[config.mk]
export PLATFORM = sky130hd
export DESIGN_NAME = ed25519_in_unpack
export DESIGN_NICKNAME = d
export VERILOG_FILES = /design/src/rtl/ed25519_in_unpack.sv
export SDC_FILE = /design/constraint.sdc
export NUM_CORES = 1
export LEC_CHECK = 0
export CAP_MARGIN = 20
export CORE_ASPECT_RATIO = 0.5
export CORE_MARGIN = 1
export CORE_UTILIZATION = 36
export CTS_BUF_LIST = sky130_fd_sc_hd__clkbuf_8
export DETAILED_ROUTE_END_ITERATION = 7
export GPL_TIMING_DRIVEN = 1
export HOLD_SLACK_MARGIN = 0.02
export PLACE_DENSITY = 0.73
export SLEW_MARGIN = 15
export SYNTH_ARGS = -nofsm -noshare
export SYNTH_HDL_FRONTEND = slang
export SYNTH_SLANG_ARGS = --single-unit
[constraint.sdc]
create_clock -name i_clk -period 2 [get_ports i_clk]
set_input_delay 0.3 -clock i_clk [delete_from_list [all_inputs] [get_ports i_clk]]
set_output_delay 0.3 -clock i_clk [all_outputs]
set_load 0.1 [all_outputs]
[src/rtl/ed25519_in_unpack.sv]
// ---------------------------------------------------------------------------
// ed25519_in_unpack
//
// Collects a stream of DATA_W-bit beats into one ed25519 job: scalar k and
// base point (x, y), each PATN_W bits. Every operand is sent most-significant
// word first, in the order scalar, x, y. When the last beat arrives the
// packet is held stable towards the core until it is accepted.
//
// The module also flags whether x and y are non-canonical field elements,
// meaning the value is >= p, where p = 2^255 - 19.
//
// Ports
//   i_clk        in   1       clock, rising edge
//   i_rst_n      in   1       asynchronous active-low reset
//   i_in_valid   in   1       upstream beat valid
//   o_in_ready   out  1       beat can be accepted (COLLECT and out of reset)
//   i_in_data    in   DATA_W  input beat
//   o_pkt_valid  out  1       assembled packet valid (HOLD)
//   i_pkt_ready  in   1       core accepts packet
//   o_scalar     out  PATN_W  scalar k
//   o_px         out  PATN_W  base point x
//   o_py         out  PATN_W  base point y
//   o_x_ge_p     out  1       o_px >= p
//   o_y_ge_p     out  1       o_py >= p
// ---------------------------------------------------------------------------
module ed25519_in_unpack #(
    parameter int DATA_W = 64,
    parameter int PATN_W = 256
) (
    input  logic              i_clk,
    input  logic              i_rst_n,
    input  logic              i_in_valid,
    output logic              o_in_ready,
    input  logic [DATA_W-1:0] i_in_data,
    output logic              o_pkt_valid,
    input  logic              i_pkt_ready,
    output logic [PATN_W-1:0] o_scalar,
    output logic [PATN_W-1:0] o_px,
    output logic [PATN_W-1:0] o_py,
    output logic              o_x_ge_p,
    output logic              o_y_ge_p
);

    localparam int NBEATS = 3 * PATN_W / DATA_W;
    localparam int PKT_W  = 3 * PATN_W;
    localparam logic [3:0] LAST_BEAT = 4'(NBEATS - 1);

    // p = 2^255 - 19 = 0x7FFF...FFED
    localparam logic [PATN_W-1:0] P_MOD =
        {{(PATN_W - 255){1'b0}}, {250{1'b1}}, 5'b01101};

    typedef enum logic {
        COLLECT = 1'b0,
        HOLD    = 1'b1
    } state_e;

    state_e             state_q, state_d;
    logic [3:0]         cnt_q, cnt_d;
    logic               live_q;     // low during reset and for the first edge after it
    logic [PKT_W-1:0]   pkt_q, pkt_d;
    logic               x_ge_q, x_ge_d;
    logic               y_ge_q, y_ge_d;
    logic               xfer;

    // Beats shift in at the bottom. After NBEATS transfers, beat 0 sits in
    // the top word of the scalar and the last beat is the bottom word of y.
    // A gap simply stalls the shift, so gaps cannot misplace words.
    assign o_in_ready  = live_q && (state_q == COLLECT);
    assign o_pkt_valid = (state_q == HOLD);
    assign xfer        = i_in_valid && o_in_ready;

    assign o_scalar = pkt_q[PKT_W-1 -: PATN_W];
    assign o_px     = pkt_q[2*PATN_W-1 -: PATN_W];
    assign o_py     = pkt_q[PATN_W-1:0];
    assign o_x_ge_p = x_ge_q;
    assign o_y_ge_p = y_ge_q;

    // NOTE: every signal written here gets a default first, so no path can
    // leave it unassigned and infer a latch.
    always_comb begin
        state_d = state_q;
        cnt_d   = cnt_q;
        pkt_d   = pkt_q;
        x_ge_d  = x_ge_q;
        y_ge_d  = y_ge_q;

        case (state_q)
            COLLECT: begin
                if (xfer) begin
                    // NOTE: blocking assignments in combinational logic. This
                    // lets the compare below see the shifted value
                    // immediately. Registers use non-blocking assignments.
                    pkt_d = {pkt_q[PKT_W-DATA_W-1:0], i_in_data};
                    if (cnt_q == LAST_BEAT) begin
                        cnt_d   = '0;
                        state_d = HOLD;
                        // Compare the complete operands, including the beat
                        // that arrives on this edge.
                        x_ge_d  = (pkt_d[2*PATN_W-1 -: PATN_W] >= P_MOD);
                        y_ge_d  = (pkt_d[PATN_W-1:0] >= P_MOD);
                    end else begin
                        cnt_d = cnt_q + 4'd1;
                    end
                end
            end
            HOLD: begin
                // Input is ignored here. Operands stay frozen until accepted.
                if (i_pkt_ready) begin
                    state_d = COLLECT;
                end
            end
            default: begin
                state_d = COLLECT;
                cnt_d   = '0;
            end
        endcase
    end

    // NOTE: the operand storage is reset as well. Outputs must read zero
    // during reset, and the asynchronous clear also drops any partial or
    // pending packet.
    always_ff @(posedge i_clk or negedge i_rst_n) begin
        if (!i_rst_n) begin
            state_q <= COLLECT;
            cnt_q   <= '0;
            live_q  <= 1'b0;
            pkt_q   <= '0;
            x_ge_q  <= 1'b0;
            y_ge_q  <= 1'b0;
        end else begin
            state_q <= state_d;
            cnt_q   <= cnt_d;
            live_q  <= 1'b1;
            pkt_q   <= pkt_d;
            x_ge_q  <= x_ge_d;
            y_ge_q  <= y_ge_d;
        end
    end

endmodule

==> results of run 1 <==
cell families after synthesis:
kind of cell	count (synthesis)
multiplexers	3
other	1
flip-flops	776
AO/OA/AOI/OAI	9
buffers and inverters	174
AND/OR/NAND/NOR	2492
adder cells (fa/ha/maj)	1
path summary, 6_finish.rpt:
kind | endpoint
worst max register to register | o_x_ge_p$_DFFE_PN0P_
worst min-delay path | pkt_q[31]$_DFFE_PN0P_
worst min register to register | pkt_q[766]$_DFFE_PN0P_
worst max-delay path | o_in_ready
max in group asynchronous | pkt_q[19]$_DFFE_PN0P_
min in group asynchronous | pkt_q[112]$_DFFE_PN0P_
flip-flops by register name, indices dropped and copies added, names as in the netlist:
name and count:
pkt_q 768, live_q 1, o_x_ge_p 1, o_pkt_valid 1, o_y_ge_p 1, cnt_q 4
layout make-up:
type,instances,area (um^2)
flip-flops and latches,776,19420
clock inverters,50,285.3
inverters,2,7.507
well taps,1102,1379
diodes,2,5.005
repair buffers,1166,10560
fillers,7529,38500
clock buffers,157,2161
multi-input cells,2506,9993
metrics by stage:
step | instance area, um^2 | hold slack (ps)
2_1_floorplan | 30240 | 4.409
3_3_place_gp | 40760 | 192.3
5_1_grt | 43820 | 31.32
4_1_cts | 43740 | 21.49
6_report | 43820 | 74.09
3_5_place_dp | 40760 | 194.7
cells in the mapped netlist, drive strengths merged (4+ instances only):
cell,count
buf,104
nor4,28
dfrtp,776
o21ai,4
nor3,6
clkbuf,68
nand3,4
nand2,2310
nor2,4
nand4,128
metal layers:
layer | GRT usage (%) | up-vias | wire (um)
met5 | 0 | - | 0
met4 | 15.77 | 0 | 7929
met3 | 4.396 | 344 | 6097
met2 | 48.54 | 1075 | 62690
met1 | 37.08 | 14017 | 51410
li1 | - | 13029 | -
what timing repair did:
| item | 4_1_cts | 5_1_grt |
|---|---|---|
| hold endpoints to repair | 811 | 0 |
| setup buffers | 3 | 1 |
| pin swaps | 0 | 3 |
| cloned | 0 | 0 |
| setup endpoints to repair | 31 | 7 |
| resized for setup | 34 | 11 |
| hold buffers | 37 | 0 |
worst max-delay path: cells and delay by family, from the launching register on:
| kind | cells | cell delay (ps) |
|---|---|---|
| simple gates | 1 | 130 |
| flops | 1 | 500 |
| buf+inv | 2 | 280 |
report_power, final:
group          leakage (nW)  internal (W)  switching, W
combinational          13.0       0.00924        0.0384
sequential             10.3        0.0198       0.00471
clock                  1.39       0.00721       0.00655
total                  24.7        0.0363        0.0497
==> flow_summary.ini, run 1 <==
[drt]
wl_per_cell_um = 22.24
drtIter0Drc = 2741
drc = 0
antenna_left = 0
finalWirelength_um = 128100
vias = 28465
vias_per_cell = 4.941
firstDrtPassIters = 6

[die]
fp.dieW_um = 411.7
num_rows = 74
io_pins = 840
fp.dieArea_um2 = 85150
die_h_um = 206.8
core-area_um2 = 82310
start_util_pct = 36.70

[synth]
synthTopCellsByArea = dfrtp_1 64%, nand2_1 29%, nand4_1 2.7%, buf_4 1.0%, buf_2 0.88%
synth_edf_count = 0
synth_top_area_share_pct = 64.28
synth_compound_area_share_pct = 0.1739
ys.flop_type = dfrtp_1
ys_types = 30
synthXorXnorAreaFrac_pct = 0
synth_top_family_by_area = simple AND/OR/NAND/NOR gates
synth_top_cell_by_area = dfrtp_1
syn_area_per_cell_um2 = 8.742
synth.net_count = 3525
syn_area_um2 = 30210
synth-seq-cells = 776
netlist_instances = 3456
async_flop_share_pct = 100.0
seq_area_frac_synth_pct = 64.28
synth_mux_area_share_pct = 0.1035
synth-simple-area-share_pct = 32.48
yosysWarnings = 0
synthAdderAreaFrac_pct = 0.04141

[place]
dp.cells = 5511
preCtsSetupSlack_ps = -209.6
place_hpwl_um = 97450
place.gp.congestion = 0.9450
port_buffers = 839

[sta]
max_freq_ghz = 0.4914
finalSetupViolations = 2
worst_pin_slew_ps = 532.8
fin_crit_sh_pct = 101.7
fin_skew_ps = 61.02
final.min_clock_period_ps = 2035
rsz0062_at_grt = yes
setup_ws_ps = -34.84
totalNegativeSetupSlack_ps = -53.91
max_slew_margin_pct = 64.15
report.final.slew_viol_count = 0
hold_viol_final = 0

[power_and_ir_drop]
total_power_w = 0.08596
leakagePower_nw = 24.69
ir_worst_vdd_v = 0.001432
powerDensity_nw_per_um2 = 1962

[cts]
clk_pin_slew_worst_paths_ps = 70
clkSinkCount = 776
cts_buffers = 114
clockBufferDepth = 3
clk_latency_ps = 830
cts_tree = built
root_buffer = clkbuf_8
h-tree-depth = 3

[setup_path]
cp_max_fo = 2
critPathCaptureType = primary output
worstSetupPathType = reg -> out
crit_required_ps = 1700
path_cells = nor2b_4 > buf_6 > buf_12
cp_data_arrival_time_ps = 1730
rr_startpoint = pkt_q[204]$_DFFE_PN0P_
crit_start = o_pkt_valid$_DFF_PN0_
setup.worst_path.start_class = register
reg2reg_depth = 6
slowest_delay_ps = 500
cp_slowest_cell = dfrtp_4
reg2reg_slack_ps = -20

[job]
cap_violations = 0

[global_routing]
grt.total_usage_pct = 29.21
grt.overflow.total = 0
grt_pass1_wl_um = 183400
grt_max_degree = 85
first_global_vias = 27289
antenna_found_initial = 1

[finish]
layout-drive-gt1-share_pct = 26.84
fin_util_pct = 53.23
area_growth_pct = 45.03
fin_nets = 4635
fin_cells = 5761
final_common_cell = nand2_1
final_cell_mix = 2,309 x nand2_1, 915 x buf_4, 774 x dfrtp_1

[outcome]
status = finished, violations left
violations = setup timing

[worst_hold_path]
hold_start = i_in_data[31]
hold_class = in -> reg
hold_depth = 3
(Power assumes the default switching activity.)
==> inputs of run 2 (changes only) <==
==> constraint.sdc (replaced) <==
create_clock -name i_clk -period 2 [get_ports i_clk]
set_input_delay 0.3 -clock i_clk [delete_from_list [all_inputs] [get_ports i_clk]]
set_output_delay 0.3 -clock i_clk [all_outputs]
set_load 0.05 [all_outputs]
==> flow_summary.ini, run 2 (synthesis results as in run 1) <==
[sta]
max_slew_margin_pct = 47.17
fin_skew_ps = 43.90
finalSetupViolations = 0
fin_crit_sh_pct = 98.56
hold_viol_final = 0
report.final.slew_viol_count = 0
max_freq_ghz = 0.5073
final.min_clock_period_ps = 1971
worst_pin_slew_ps = 789.8
rsz0062_at_grt = no

[setup_path]
cp_data_arrival_time_ps = 2700
path_buf_inv = 1
slowest_delay_ps = 500
crit_required_ps = 2730
reg2reg_slack_ps = 30
worstSetupPathType = reg -> reg
path_cells = nand4_1 > nor4_4 > buf_4 > nand4_1 > or3_1 > o21ai_1
setup.worst_path.start_class = register
rr_startpoint = pkt_q[346]$_DFFE_PN0P_
cp_max_fo = 4
reg2reg_depth = 6
cp_top_family = simple AND/OR/NAND/NOR gates
r2r-end = o_x_ge_p$_DFFE_PN0P_
critPathCaptureType = register
cp_slowest_cell = dfrtp_1
critPathMostFrequentCell = nand4_1

[drt]
firstDrtPassIters = 6
drtIter0Drc = 2866
vias = 27822
vias_per_cell = 4.903
finalWirelength_um = 127300
wl_per_cell_um = 22.43
antenna_left = 0
drc = 0

[power_and_ir_drop]
p_comb_share_pct = 43.5
switchingPower_w = 0.03358
leakagePower_nw = 23.55
seqPwrFrac_pct = 36.5
ir_worst_vdd_v = 0.0006990
powerDensity_nw_per_um2 = 1583
clockPowerShare_pct = 19.9
switching_share_pct = 49.43
total_power_w = 0.06794
power.internal_w = 0.03436

[global_routing]
grt_max_degree = 76
first_global_vias = 26462
grt_pass1_wl_um = 182400
antenna_found_initial = 2
grt.overflow.total = 0
grt.total_usage_pct = 29.15

[die]
fp.dieArea_um2 = 85150
start_util_pct = 36.70
fp.dieW_um = 411.7
io_pins = 840
die_h_um = 206.8
num_rows = 74
core-area_um2 = 82310

[cts]
clk_latency_ps = 800
clkSinkCount = 776
h-tree-depth = 3
clk_pin_slew_worst_paths_ps = 70
cts_tree = built
root_buffer = clkbuf_8
cts_buffers = 112
clockBufferDepth = 3

[finish]
multi_input_area_um2 = 10000
final-seq-area_um2 = 19430
fill_cells = 7660
largest_register_ffs = 768
final_cell_mix = 2,309 x nand2_1, 770 x dfrtp_1, 526 x buf_4
area_growth_pct = 42.03
layout-drive-gt1-share_pct = 25.84
fin_util_pct = 52.13
regMostFlops = pkt_q
fin_cells = 5674
top_regs = pkt_q (768), cnt_q (4)
fin_nets = 4549
final_common_cell = nand2_1

[worst_hold_path]
hold_class = in -> reg
hold_depth = 3
hold_end = pkt_q[9]$_DFFE_PN0P_
hold_start = i_in_data[9]

[outcome]
status = complete, no violations

[place]
port_buffers = 839
place_hpwl_um = 96880
place.gp.congestion = 0.9728
dp.cells = 5442

[job]
cap_violations = 0
## run 2: repair_timing
action	in CTS	in global routing
pin swaps	0	0
hold buffers	23	0
setup endpoints to repair	426	40
buffers inserted	3	0
resized for setup	1458	52
endpoints found under the hold margin	797	0
## run 2: worst max path at each step
stage                                       from                endpoint  slack (ps)  cells after the start
after global placement             i_in_data[10]    o_y_ge_p$_DFFE_PN0P_        -260                      7
after floorplan            o_pkt_valid$_DFF_PN0_  pkt_q[105]$_DFFE_PN0P_         120                      8
after global routing       o_pkt_valid$_DFF_PN0_             o_pkt_valid         0.1                      1
final                     pkt_q[346]$_DFFE_PN0P_    o_x_ge_p$_DFFE_PN0P_          30                      6
after CTS                 pkt_q[730]$_DFFE_PN0P_           o_scalar[218]         0.1                      1
after detailed placement  pkt_q[321]$_DFFE_PN0P_    o_x_ge_p$_DFFE_PN0P_        -160                      6
## run 2: power groups by stage
| stage | Sequential (W) | Combinational, W | Clock [W] |
|---|---|---|---|
| finish | 0.0248 | 0.0296 | 0.0136 |
| global route | 0.0252 | 0.0307 | 0.0144 |
| CTS | 0.0247 | 0.0297 | 0.0137 |
| detailed placement | 0.0249 | 0.0306 | 0 |
| global placement | 0.0248 | 0.0304 | 0 |
| floorplan | 0.0376 | 0.00392 | 0 |
## run 2: metrics by stage
step                setup TNS, ps  hold WS (ps)  setup slack, ps  area (um^2)
finish                          0         72.53            28.75        42910
global route                    0         56.51           0.1268        42910
CTS                             0         23.03           0.1353        42990
global placement           -399.2         166.9           -256.8        40480
floorplan                       0         4.409            116.5        30220
detailed placement         -274.8         170.8           -157.4        40480
## run 2: layout make-up
| cell class | instances | share of cell area [%] |
|---|---|---|
| sequential | 776 | 45.27 |
| clock buffer | 145 | 4.651 |
| multi-input combinational | 2506 | 23.31 |
| inverter | 2 | 0.01750 |
| clock inverter | 59 | 0.8923 |
| timing repair buffer | 1082 | 22.63 |
| antenna | 2 | 0.01166 |
| tap | 1102 | 3.213 |
## run 2: layer usage
metal  share of wire [%]  track usage, %
met5                   0               0
met4                 5.6           14.72
met3                 4.7           4.464
met2                  49           48.62
met1                  40           37.16
## run 2: worst min-delay path, delay by kind of cell
kind,cells,cell delay [ps]
AND/OR/NAND/NOR,2,110
buffers and inverters,1,430
==> inputs of run 3 (changes only) <==
==> constraint.sdc (replaced) <==
create_clock -name i_clk -period 2 [get_ports i_clk]
set_input_delay 0.3 -clock i_clk [delete_from_list [all_inputs] [get_ports i_clk]]
set_output_delay 0.3 -clock i_clk [all_outputs]
set_load 0.02 [all_outputs]
==> flow_summary.ini, run 3 (synthesis results as in run 1) <==
[cts]
cts_buffers = 111
clkSinkCount = 776
clk_pin_slew_worst_paths_ps = 70
clk_latency_ps = 800
clockBufferDepth = 3
cts_tree = built
h-tree-depth = 3
root_buffer = clkbuf_8

[drt]
finalWirelength_um = 126900
drc = 0
antenna_left = 0
drtIter0Drc = 2356
vias_per_cell = 4.908
firstDrtPassIters = 6
vias = 27943
wl_per_cell_um = 22.29

[global_routing]
antenna_found_initial = 2
grt_pass1_wl_um = 181900
grt.total_usage_pct = 29.08
first_global_vias = 26812
grt.overflow.total = 0
grt_max_degree = 109

[finish]
fill_cells = 7731
top_regs = pkt_q (768), cnt_q (4)
final_common_cell = nand2_1
final_cell_mix = 2,309 x nand2_1, 752 x dfrtp_1, 555 x dlygate4sd2_1
regMostFlops = pkt_q
layout-drive-gt1-share_pct = 12.01
area_growth_pct = 43.25
fin_nets = 4576
stdcell_area_um2 = 43280
largest_register_ffs = 768
fin_cells = 5693

[die]
num_rows = 74
io_pins = 840
fp.dieArea_um2 = 85150
core-area_um2 = 82310
start_util_pct = 36.70
fp.dieW_um = 411.7
die_h_um = 206.8

[sta]
fin_crit_sh_pct = 99.63
report.final.slew_viol_count = 0
worst_pin_slew_ps = 682.9
final.min_clock_period_ps = 1993
finalSetupViolations = 0
max_slew_margin_pct = 54.33
max_freq_ghz = 0.5019
fin_skew_ps = 50.56
totalNegativeSetupSlack_ps = 0
hold_viol_final = 0

[place]
port_buffers = 839
dp.cells = 5483
place.gp.congestion = 0.9508
place_hpwl_um = 97130
placed_cell_area_um2 = 41660

[power_and_ir_drop]
seqPwrFrac_pct = 42.8
switching_share_pct = 41.50
powerDensity_nw_per_um2 = 1317
clockPowerShare_pct = 22.7
leakagePower_nw = 25.02
p_comb_share_pct = 34.5
ir_worst_vdd_v = 0.0005395
switchingPower_w = 0.02364
power.internal_w = 0.03333

[job]
cap_violations = 0

[setup_path]
crit_required_ps = 2720
cp_data_arrival_time_ps = 2720
setup.worst_path.start_class = register
worstSetupPathType = reg -> reg
critPathCaptureType = register
cp_max_fo = 4

[worst_hold_path]
hold_class = in -> reg

[outcome]
status = complete, no violations
[run 3: cell count changes in the layout (fill, tap and decap cells not counted), sizes merged, moves of 3 or more]
cell / delta
buf: -417
clkbuf: +18
clkdlybuf4s15: -99
clkdlybuf4s18: -16
clkinv: -6
clkinvlp: -3
dlygate4sd2: +555
dlygate4sd3: -17
inv: +4
[run 3: power by group through the flow]
stage          sequential (W)  clock (W)  combinational, W
6_report               0.0244     0.0130            0.0196
5_1_grt                0.0248     0.0139            0.0208
4_1_cts                0.0242     0.0132            0.0198
3_5_place_dp           0.0246          0            0.0223
3_3_place_gp           0.0245          0            0.0221
2_1_floorplan          0.0283          0           0.00387
[run 3: final timing paths]
path                                         from                      to  slack, ps  depth (start not counted)
min in group asynchronous                 i_rst_n   pkt_q[46]$_DFFE_PN0P_        250                          3
setup / recovery           pkt_q[292]$_DFFE_PN0P_    o_x_ge_p$_DFFE_PN0P_          7                          5
hold / removal                       i_in_data[0]    pkt_q[0]$_DFFE_PN0P_         70                          3
max in group asynchronous                 i_rst_n   pkt_q[56]$_DFFE_PN0P_        640                          3
setup reg to reg           pkt_q[292]$_DFFE_PN0P_    o_x_ge_p$_DFFE_PN0P_          7                          5
hold reg to reg            pkt_q[723]$_DFFE_PN0P_  pkt_q[723]$_DFFE_PN0P_        470                          2
[run 3: final cells by class]
cell class              count  area (um^2)  share of cell area [%]
well taps                1102         1379                   3.186
clock inverters            53        305.3                  0.7054
repair buffers           1110        10230                   23.63
flip-flops and latches    776        19450                   44.94
multi-input cells        2506         9963                   23.02
inverters                   2        7.507                 0.01735
clock buffers             141         1941                   4.484
diodes                      3        7.507                 0.01735
[run 3: stage by stage]
stage / hold WS (ps) / setup slack [ps] / power, W / utilization (%)
2_1_floorplan: 4.409 / 360.7 / 0.03216 / -
5_1_grt: 37.20 / -7.316 / 0.05941 / 52.58
6_report: 71.76 / 7.444 / 0.05698 / 52.58
4_1_cts: 20.30 / 0.4228 / 0.05718 / 52.67
3_5_place_dp: 177.7 / -264.5 / 0.04692 / 50.61
3_3_place_gp: 177.4 / -252.7 / 0.04655 / 50.61
[run 3: timing repair]
| item | in CTS | in global routing |
|---|---|---|
| hold endpoints to repair | 750 | 0 |
| gates resized for setup | 1023 | 101 |
| endpoints found under the setup margin | 774 | 96 |
| hold buffers | 6 | 0 |
| buffers inserted | 6 | 1 |
| pin swaps | 1 | 0 |
[run 3: routing by layer]
| layer | part of all wire, % | GRT usage [%] |
|---|---|---|
| met5 | 0.0095 | 0 |
| met4 | 6.0 | 15.57 |
| met3 | 5.0 | 4.865 |
| met2 | 49 | 48.72 |
| met1 | 40 | 36.31 |
[run 3: worst max-delay path, stage by stage, from the launching register on]
cell	delay [ps]
dfrtp_1	430
nand4_1	190
nor4_1	560
nand3_1	140
or3_1	430
o21ai_1	160
